### src/rtl/supersonic_sequencer.sv
// supersonic_sequencer
// Runs one HC-SR04-style ultrasonic ranging cycle per request from the
// controller. It fires the trigger pulse and waits for the echo. It then
// measures the echo width, converts it to millimetres and reports the result
// with a single-cycle valid.
//
// Ports:
//   clk        system clock
//   rst        synchronous, active-high reset (aborts any measurement)
//   trigger    measurement request, rising-edge sensitive
//   echo       raw (asynchronous) sensor echo pin
//   trig_out   sensor trigger pin, high for TRIG_CYCLES cycles
//   triggerSuc 1-cycle pulse on the first cycle after trig_out drops
//   valid      1-cycle pulse when distance/timeout have been updated
//   distance   latest distance in mm (MAX_MM on timeout), held
//   timeout    latest result was a timeout (no echo / echo too long), held
//   busy       high whenever the sequencer is not idle
module supersonic_sequencer #(
  parameter int unsigned TRIG_CYCLES    = 500,
  parameter int unsigned CYC_PER_MM     = 291,
  parameter int unsigned TIMEOUT_CYCLES = 1900000,
  parameter int unsigned HOLDOFF_CYCLES = 3000000,
  parameter int unsigned MAX_MM         = 4000
) (
  input  logic        clk,
  input  logic        rst,
  input  logic        trigger,
  input  logic        echo,
  output logic        trig_out,
  output logic        triggerSuc,
  output logic        valid,
  output logic [31:0] distance,
  output logic        timeout,
  output logic        busy
);

  localparam logic [31:0] TRIG_LAST    = 32'(TRIG_CYCLES - 1);
  localparam logic [31:0] TIMEOUT_W    = 32'(TIMEOUT_CYCLES);
  localparam logic [31:0] TIMEOUT_LAST = 32'(TIMEOUT_CYCLES - 1);
  localparam logic [31:0] HOLD_LAST    = 32'(HOLDOFF_CYCLES - 1);
  localparam logic [31:0] CYC_W        = 32'(CYC_PER_MM);
  localparam logic [31:0] MAX_W        = 32'(MAX_MM);

  typedef enum logic [2:0] {
    IDLE,
    TRIG,
    WAIT_RISE,
    MEASURE,
    DONE,
    HOLDOFF
  } state_t;

  state_t      state_reg, state_next;
  logic        echo_meta_reg, echo_s_reg, echo_d_reg;
  logic        trigger_d_reg;
  logic        pending_reg, pending_next;
  logic        trig_suc_reg, trig_suc_next;
  logic        timeout_reg, timeout_next;
  logic [31:0] cnt_reg, cnt_next;
  logic [31:0] sub_reg, sub_next;
  logic [31:0] mm_reg, mm_next;
  logic [31:0] distance_reg, distance_next;

  logic        req_edge, echo_rise, echo_fall;
  logic [31:0] sub_base, mm_base, sub_inc, sub_step, mm_step;

  assign req_edge  = trigger & ~trigger_d_reg;
  assign echo_rise = echo_s_reg & ~echo_d_reg;
  assign echo_fall = ~echo_s_reg & echo_d_reg;

  // One echo-high cycle applied to the mm/sub counters. On the rising-edge
  // cycle the counters start from zero, so that cycle is itself counted as
  // the first high cycle and the result is floor(high_cycles / CYC_PER_MM).
  always_comb begin
    sub_base = (state_reg == MEASURE) ? sub_reg : '0;
    mm_base  = (state_reg == MEASURE) ? mm_reg  : '0;
    sub_inc  = sub_base + 32'd1;
    sub_step = sub_inc;
    mm_step  = mm_base;
    if (sub_inc == CYC_W) begin
      sub_step = '0;
      mm_step  = (mm_base >= MAX_W) ? MAX_W : mm_base + 32'd1;
    end
  end

  always_comb begin
    state_next    = state_reg;
    cnt_next      = cnt_reg;
    sub_next      = sub_reg;
    mm_next       = mm_reg;
    distance_next = distance_reg;
    timeout_next  = timeout_reg;
    trig_suc_next = 1'b0;
    pending_next  = pending_reg;

    // A request outside IDLE is remembered once; extra edges are dropped.
    if (req_edge && state_reg != IDLE) pending_next = 1'b1;

    case (state_reg)
      IDLE: begin
        if (req_edge || pending_reg) begin
          state_next   = TRIG;
          cnt_next     = '0;
          pending_next = 1'b0;
        end
      end
      TRIG: begin
        if (cnt_reg == TRIG_LAST) begin
          state_next    = WAIT_RISE;
          cnt_next      = '0;
          trig_suc_next = 1'b1;
        end else begin
          cnt_next = cnt_reg + 32'd1;
        end
      end
      WAIT_RISE: begin
        // Timeout is checked first so it wins over a coincident rise.
        if (cnt_reg == TIMEOUT_LAST) begin
          state_next    = DONE;
          distance_next = MAX_W;
          timeout_next  = 1'b1;
        end else if (echo_rise) begin
          state_next = MEASURE;
          cnt_next   = 32'd1;
          sub_next   = sub_step;
          mm_next    = mm_step;
        end else begin
          cnt_next = cnt_reg + 32'd1;
        end
      end
      MEASURE: begin
        // cnt holds the echo-high cycles seen so far; echo_s is high here
        // unless this is the falling-edge cycle.
        if (echo_fall) begin
          state_next    = DONE;
          distance_next = mm_reg;
          timeout_next  = 1'b0;
        end else begin
          cnt_next = cnt_reg + 32'd1;
          sub_next = sub_step;
          mm_next  = mm_step;
          if (cnt_reg + 32'd1 == TIMEOUT_W) begin
            state_next    = DONE;
            distance_next = MAX_W;
            timeout_next  = 1'b1;
          end
        end
      end
      DONE: begin
        state_next = HOLDOFF;
        cnt_next   = '0;
      end
      HOLDOFF: begin
        // The counter saturates so a stuck echo simply extends the holdoff.
        if (cnt_reg >= HOLD_LAST && !echo_s_reg) begin
          state_next = IDLE;
          cnt_next   = '0;
        end else if (cnt_reg < HOLD_LAST) begin
          cnt_next = cnt_reg + 32'd1;
        end
      end
      default: state_next = IDLE;
    endcase
  end

  // trigger_d follows trigger even during reset: a request held high
  // through reset must not look like a fresh rising edge afterwards.
  always_ff @(posedge clk) begin
    trigger_d_reg <= trigger;
  end

  always_ff @(posedge clk) begin
    if (rst) begin
      state_reg     <= IDLE;
      echo_meta_reg <= 1'b0;
      echo_s_reg    <= 1'b0;
      echo_d_reg    <= 1'b0;
      pending_reg   <= 1'b0;
      trig_suc_reg  <= 1'b0;
      timeout_reg   <= 1'b0;
      cnt_reg       <= '0;
      sub_reg       <= '0;
      mm_reg        <= '0;
      distance_reg  <= '0;
    end else begin
      state_reg     <= state_next;
      echo_meta_reg <= echo;
      echo_s_reg    <= echo_meta_reg;
      echo_d_reg    <= echo_s_reg;
      pending_reg   <= pending_next;
      trig_suc_reg  <= trig_suc_next;
      timeout_reg   <= timeout_next;
      cnt_reg       <= cnt_next;
      sub_reg       <= sub_next;
      mm_reg        <= mm_next;
      distance_reg  <= distance_next;
    end
  end

  assign trig_out   = (state_reg == TRIG);
  assign valid      = (state_reg == DONE);
  assign busy       = (state_reg != IDLE);
  assign triggerSuc = trig_suc_reg;
  assign timeout    = timeout_reg;
  assign distance   = distance_reg;

endmodule

### config.mk
export PLATFORM = sky130hd
export DESIGN_NAME = supersonic_sequencer
export DESIGN_NICKNAME = d
export VERILOG_FILES = /design/src/rtl/supersonic_sequencer.sv
export SDC_FILE = /design/constraint.sdc
export NUM_CORES = 1
export LEC_CHECK = 0
export CAP_MARGIN = 25
export CELL_PAD_IN_SITES_DETAIL_PLACEMENT = 0
export CELL_PAD_IN_SITES_GLOBAL_PLACEMENT = 1
export CORE_AREA = 10 10 148 150
export CTS_CLUSTER_SIZE = 8
export DETAILED_ROUTE_END_ITERATION = 12
export DIE_AREA = 0 0 158 160
export PLACE_DENSITY = 0.69
export RECOVER_POWER = 100
export SETUP_SLACK_MARGIN = 0.3
export SLEW_MARGIN = 20
export SYNTH_ARGS = -nofsm -noshare
export SYNTH_HDL_FRONTEND = slang
export SYNTH_SLANG_ARGS = --single-unit
### constraint.sdc
create_clock -name clk -period 5.25 [get_ports clk]
set_clock_uncertainty 0.2 [all_clocks]
set_input_delay 0.7875 -clock clk [delete_from_list [all_inputs] [get_ports clk]]
set_output_delay 0.7875 -clock clk [all_outputs]
set_load 0.05 [all_outputs]
# Yosys cells after proc, flatten, opt, wreduce, memory -nomap -nowiden
# Cells that the tools add are included.
op_classes:
  addsub: 3
  order_cmp: 3
  n_bitwise: 7
  n_eq_ne: 19
  n_reduce_logical: 13
  mux: 41
op_table:
  columns: ["operator", "n"]
  rows:
  - ["2-to-1 mux 32 bit", 21]
  - ["one-hot mux 32 bit (2 select lines)", 3]
  - ["one-hot mux 32 bit (6 select lines)", 1]
  - ["adder 32 x 1 -> 32 bit, second input constant", 3]
  - ["equality test 32 x 21 -> 1 bit, second input constant", 2]
  - ["equality test 32 x 9 -> 1 bit, second input constant", 2]
  - [">= comparator 32 x 12 -> 1 bit, second input constant", 1]
  - [">= comparator 32 x 22 -> 1 bit, second input constant", 1]
  - ["less-than comparator 32 x 22 -> 1 bit, second input constant", 1]
  - ["2-to-1 mux 3 bit", 7]
  - ["one-hot mux 3 bit (6 select lines)", 1]
  - ["inequality test 2 bit, second input constant", 6]
  - ["AND reduction 5 bit", 2]
  - ["2-to-1 mux 1 bit", 7]
  - ["equality test 3 x 2 -> 1 bit, second input constant", 2]
  - ["equality test 3 bit, second input constant", 2]
  - ["inequality test 3 bit, second input constant", 2]
  - ["nonzero test 6 bit", 1]
  - ["inverter 1 bit", 4]
  - ["AND reduction 4 bit", 1]
  - ["AND 1 bit", 3]
  - ["equality test 3 x 1 -> 1 bit, second input constant", 1]
  - ["logical NOT 3 bit", 1]
  - ["inequality test 3 x 2 -> 1 bit, second input constant", 1]
  - ["9 further kinds", 10]
word_totals:
  inputBits: 4
  reg_bits: 138

# Longest topological paths before layout
depth:
  depth_word: 8
  mapped_depth: 16
  ltp_nobuf: 13

# Least setup slack after synthesis
# Ideal clock, no wire load.
synth_timing:
  path_kind: "register to register"
  start: "register state_reg[0]"
  end: "register mm_reg[4]"
  path_stages_with_launch: 15
  required_time_ns: 4.964
  arrival_time_ns: 3.700
  path_slack_ns: 1.265
  period_less_slack_ns: 3.985
  cell_sequence: "dfxtp_1 -> and3b_1 -> clkbuf_1 -> clkbuf_1 -> clkbuf_1 -> and2_1 -> ha_1 -> nand3_1 -> a211oi_1 -> o21ai_0 -> or4b_1 -> nor3b_2 -> nand3_2 -> or4_1 -> a211oi_1"
synth_between:
  elab_chain_len: 8
  elab_cells_between_ends: 19
synth_lines:
  columns: ["element", "line_no", "rtl"]
  rows:
  - ["start: declaration", "53", "state_t state_reg, state_next;"]
  - ["start signal: assignment", "186", "state_reg <= state_next;"]
  - ["equality test 3 x 2 -> 1 bit", "75, 76, 99", null]
  - ["2-to-1 mux 32 bit, on equally long branches", "75, 76", null]
  - ["adder 32 x 1 -> 32 bit (tied with other cells)", "77", "sub_inc = sub_base + 32'd1;"]
  - ["equality test 32 x 9 -> 1 bit / 2-to-1 mux 32 bit (equally long branches)", "80, 82", null]
  - ["2-to-1 mux 32 bit", "80", "if (sub_inc == CYC_W) begin"]
  - ["2-to-1 mux 32 bit", "122", "end else if (echo_rise) begin"]
  - ["2-to-1 mux 32 bit", "118", "if (cnt_reg == TIMEOUT_LAST) begin"]
  - ["one-hot mux 32 bit (2 select lines)", "99", "case (state_reg)"]
  - ["end signal: assignment", "195", "mm_reg <= mm_next;"]
  - ["end: declaration", "61", "logic [31:0] mm_reg, mm_next;"]
# Several ways; a longest one is shown, not always the timed one. The select of a mux whose other input is x is not followed.
# A chain may end at the register's enable or synchronous reset.

# Worst setup path after layout
layout_timing:
  start: "register cnt_reg[0]"
  end: "register distance_reg[1] (netlist: distance[1])"
layout_between:
  elab_chain_len: 4
  elab_cells_between_ends: 6
layout_lines:
  columns: ["element", "line_no", "rtl"]
  rows:
  - ["start: declaration", "59", "logic [31:0] cnt_reg, cnt_next;"]
  - ["start signal: assignment", "193", "cnt_reg <= cnt_next;"]
  - ["adder 32 x 1 -> 32 bit", "142", "if (cnt_reg + 32'd1 == TIMEOUT_W) begin"]
  - ["equality test 32 x 21 -> 1 bit", "142", null]
  - ["inequality test 3 x 2 -> 1 bit (no line)", null, null]
  - ["AND reduction 3 bit (no line) (*)", null, null]
  - ["end signal: assignment", "196", "distance_reg <= distance_next;"]
  - ["end: declaration", "62", "logic [31:0] distance_reg, distance_next;"]
# Every way passes the cells marked *; elsewhere a longest branch is shown, timed or not.

==> reports/metrics.csv <==
metric,value,unit
failing checks,"capacitance limit, slew limit",
CP Data Required Time,5.38,ns
cts bufs inserted,17,
top post-synthesis cells by count,"138 x dfxtp_1, 88 x nor2_1, 82 x nand2_1",
DRT Pass-1 Iters,5,
Clock Tree Buf Depth,2,
Mean Syn Cell Area,7.80,µm²
DRT iter0 DRCs,537,
Ant. Diodes,0,
most frequent cell after synthesis,dfxtp_1,
dominant cells by area after synthesis,"dfxtp_1 36%, o21ai_0 5.0%, nor2_1 4.3%",
Least-Margin Pin Slew,2.33,ns
H-Tree Depth,4,
grt ovf,0,
fin crit share,0.918,
setup violators final,0,
Reg area,2760,µm²
mapped cell area,7670,µm²
Mapped Nets,992,
setup tns final,0,ns
# rows,51,
Final Util,0.462,
CP Data Arrival Time,4.94,ns
min-delay worst type,reg -> reg,
Post-DP Area,8260,µm²
routed wl met3,968,µm
worst-path maximum fanout,19,
hold_buf cts,0,
first-pass GRT wire length,37.9,mm
Area Growth Syn to Fin,14.8,%
initial antenna violation count,0,
CTS tree,built,
final wirelength,23.4,mm
achievable frequency,208,MHz
vias in the first global route,6924,
"Gates resized, CTS repair",0,
"Reg clk slew, reported paths",0.06,ns
total power,2.74,mW
Final ANT Viol Nets,0,
footprint of the multi-input gates,4550,µm²
"Slew Viols, Final",98,
Most used DFF post-synth,dfxtp_1,
WL met2,11.2,mm
Cell Pwr Density,311,nW/µm²
clock sinks,138,
Worst setup SP type,register,
die span in x,158,µm
pin count of the biggest net entering global routing,50,
Vias/cell,5.98,
sequential fraction of the synthesis area,0.360,
nets,1000,
WL/cell,18.8,µm
Post-synth EDFFs,0,
# DRC,0,
post-synthesis cell type count,71,
post-CTS setup buffer count,0,
Max rail drop VDD,0.000241,V
outcome,"complete, but fails checks",
Crit Path Class,reg -> reg,
# Max-Cap Violations,2,
Chip Height,160,µm
Synth Warn #,0,
die area,25300,µm²
DR top layer,met4,
Clock Latency Late Sink,0.44,ns
WHS,0.258,ns
Root Buffer,clkbuf_16,
flop and latch count out of synthesis,138,
Vias,7427,
GP Congestion,0.854,
I/O pins,41,
post-synth top area share,0.360,
Post-Syn Instances,984,
area of the core,19100,µm²
Initial Util,0.402,
placed wire-length estimate,15.9,mm
CP endpoint kind,register,
IO Port Bufs,40,
WL met1,10.7,mm
global-route usage over all layers,0.184,
Filler cells,1862,
post-synth top area cell,dfxtp_1,
final hold vios,0,
RSZ-0062 raised after global routing,no,
fin area,8810,µm²
share of cells above drive strength 1,0.0627,
worst relative slew slack,-0.552,
Async SR Flop Fraction,0,
min Tclk post-route,4.82,ns
Leak,3.08,nW
==> path summary, 6_finish.rpt <==
check	from	to	slack (ns)	cells past startpoint
max	cnt_reg[0]$_SDFFE_PP0P_	distance[1]$_SDFFE_PP0P_	0.43	12
min	echo_meta_reg$_SDFF_PP0_	echo_s_reg$_SDFF_PP0_	0.26	1
max reg2reg	cnt_reg[0]$_SDFFE_PP0P_	distance[1]$_SDFFE_PP0P_	0.43	12
min reg2reg	echo_meta_reg$_SDFF_PP0_	echo_s_reg$_SDFF_PP0_	0.26	1
==> final cells by class <==
cell class              count  share of cell area
well taps                 238              0.0338
clock inverters            15              0.0192
multi-input cells         754               0.517
repair buffers             58              0.0580
clock buffers              17              0.0483
inverters                  23             0.00980
flip-flops and latches    138               0.314
==> placed cells by master, fill, tap and decap left out, drive strengths merged, types with 4 or more instances in the layout <==
cell,n
mux2i,4
ha,4
a211oi,8
and4,10
nor3,47
dfxtp,138
or3,15
and2,27
o21a,4
nand4,31
o221a,6
xnor2,16
a22oi,11
a21oi,60
a2111oi,4
nor4,30
buf,13
nor3b,6
clkbuf,23
inv,34
nand3,40
nor2,88
dlygate4sd3,38
o31ai,5
nand2b,14
nand3b,13
o21ai,77
nand2,82
xor2,4
o22ai,5
nor2b,10
nand4b,7
a21o,6
a22o,27
or4,7
a32o,11
a31oi,5
and3,28
==> through the flow <==
stage | setup slack, ns | std cells
after floorplan | 1.26 | 984
after global placement | 0.871 | 1210
after detailed placement | 0.767 | 1211
after CTS | 0.765 | 1243
after global routing | 0.212 | 1243
final | 0.432 | 1243
==> critical path: stages, from the launching register on <==
cell and delay (ns):
dfxtp_1 0.40, ha_1 0.29, nand3_1 0.30, or4_1 0.78, nor3_1 0.41, xor2_1 0.11
a211oi_1 0.34, nand4_1 0.24, a21oi_1 0.21, clkbuf_1 0.31, nor2_1 0.23, clkbuf_1 0.53
a22o_1 0.35
==> layer usage <==
layer  vias up  global-route usage
li1       3695                   -
met5         -                   0
met1      3501               0.237
met4         0              0.0670
met3        38              0.0355
met2       193               0.297
==> power by group <==
group	internal [mW]	switching, mW
clock network	0.681	0.550
logic	0.115	0.297
registers	1.06	0.0332
total	1.86	0.880
==> kinds of logic after synthesis <==
group / after synthesis / synth area share
flops: 138 / 0.360
buf+inv: 92 / 0.0458
mux: 5 / 0.00669
compound gates: 263 / 0.233
simple gates: 462 / 0.325
xor+xnor: 20 / 0.0228
fa+ha+maj: 4 / 0.00652
Note: power is estimated with default switching activity, not from simulation.
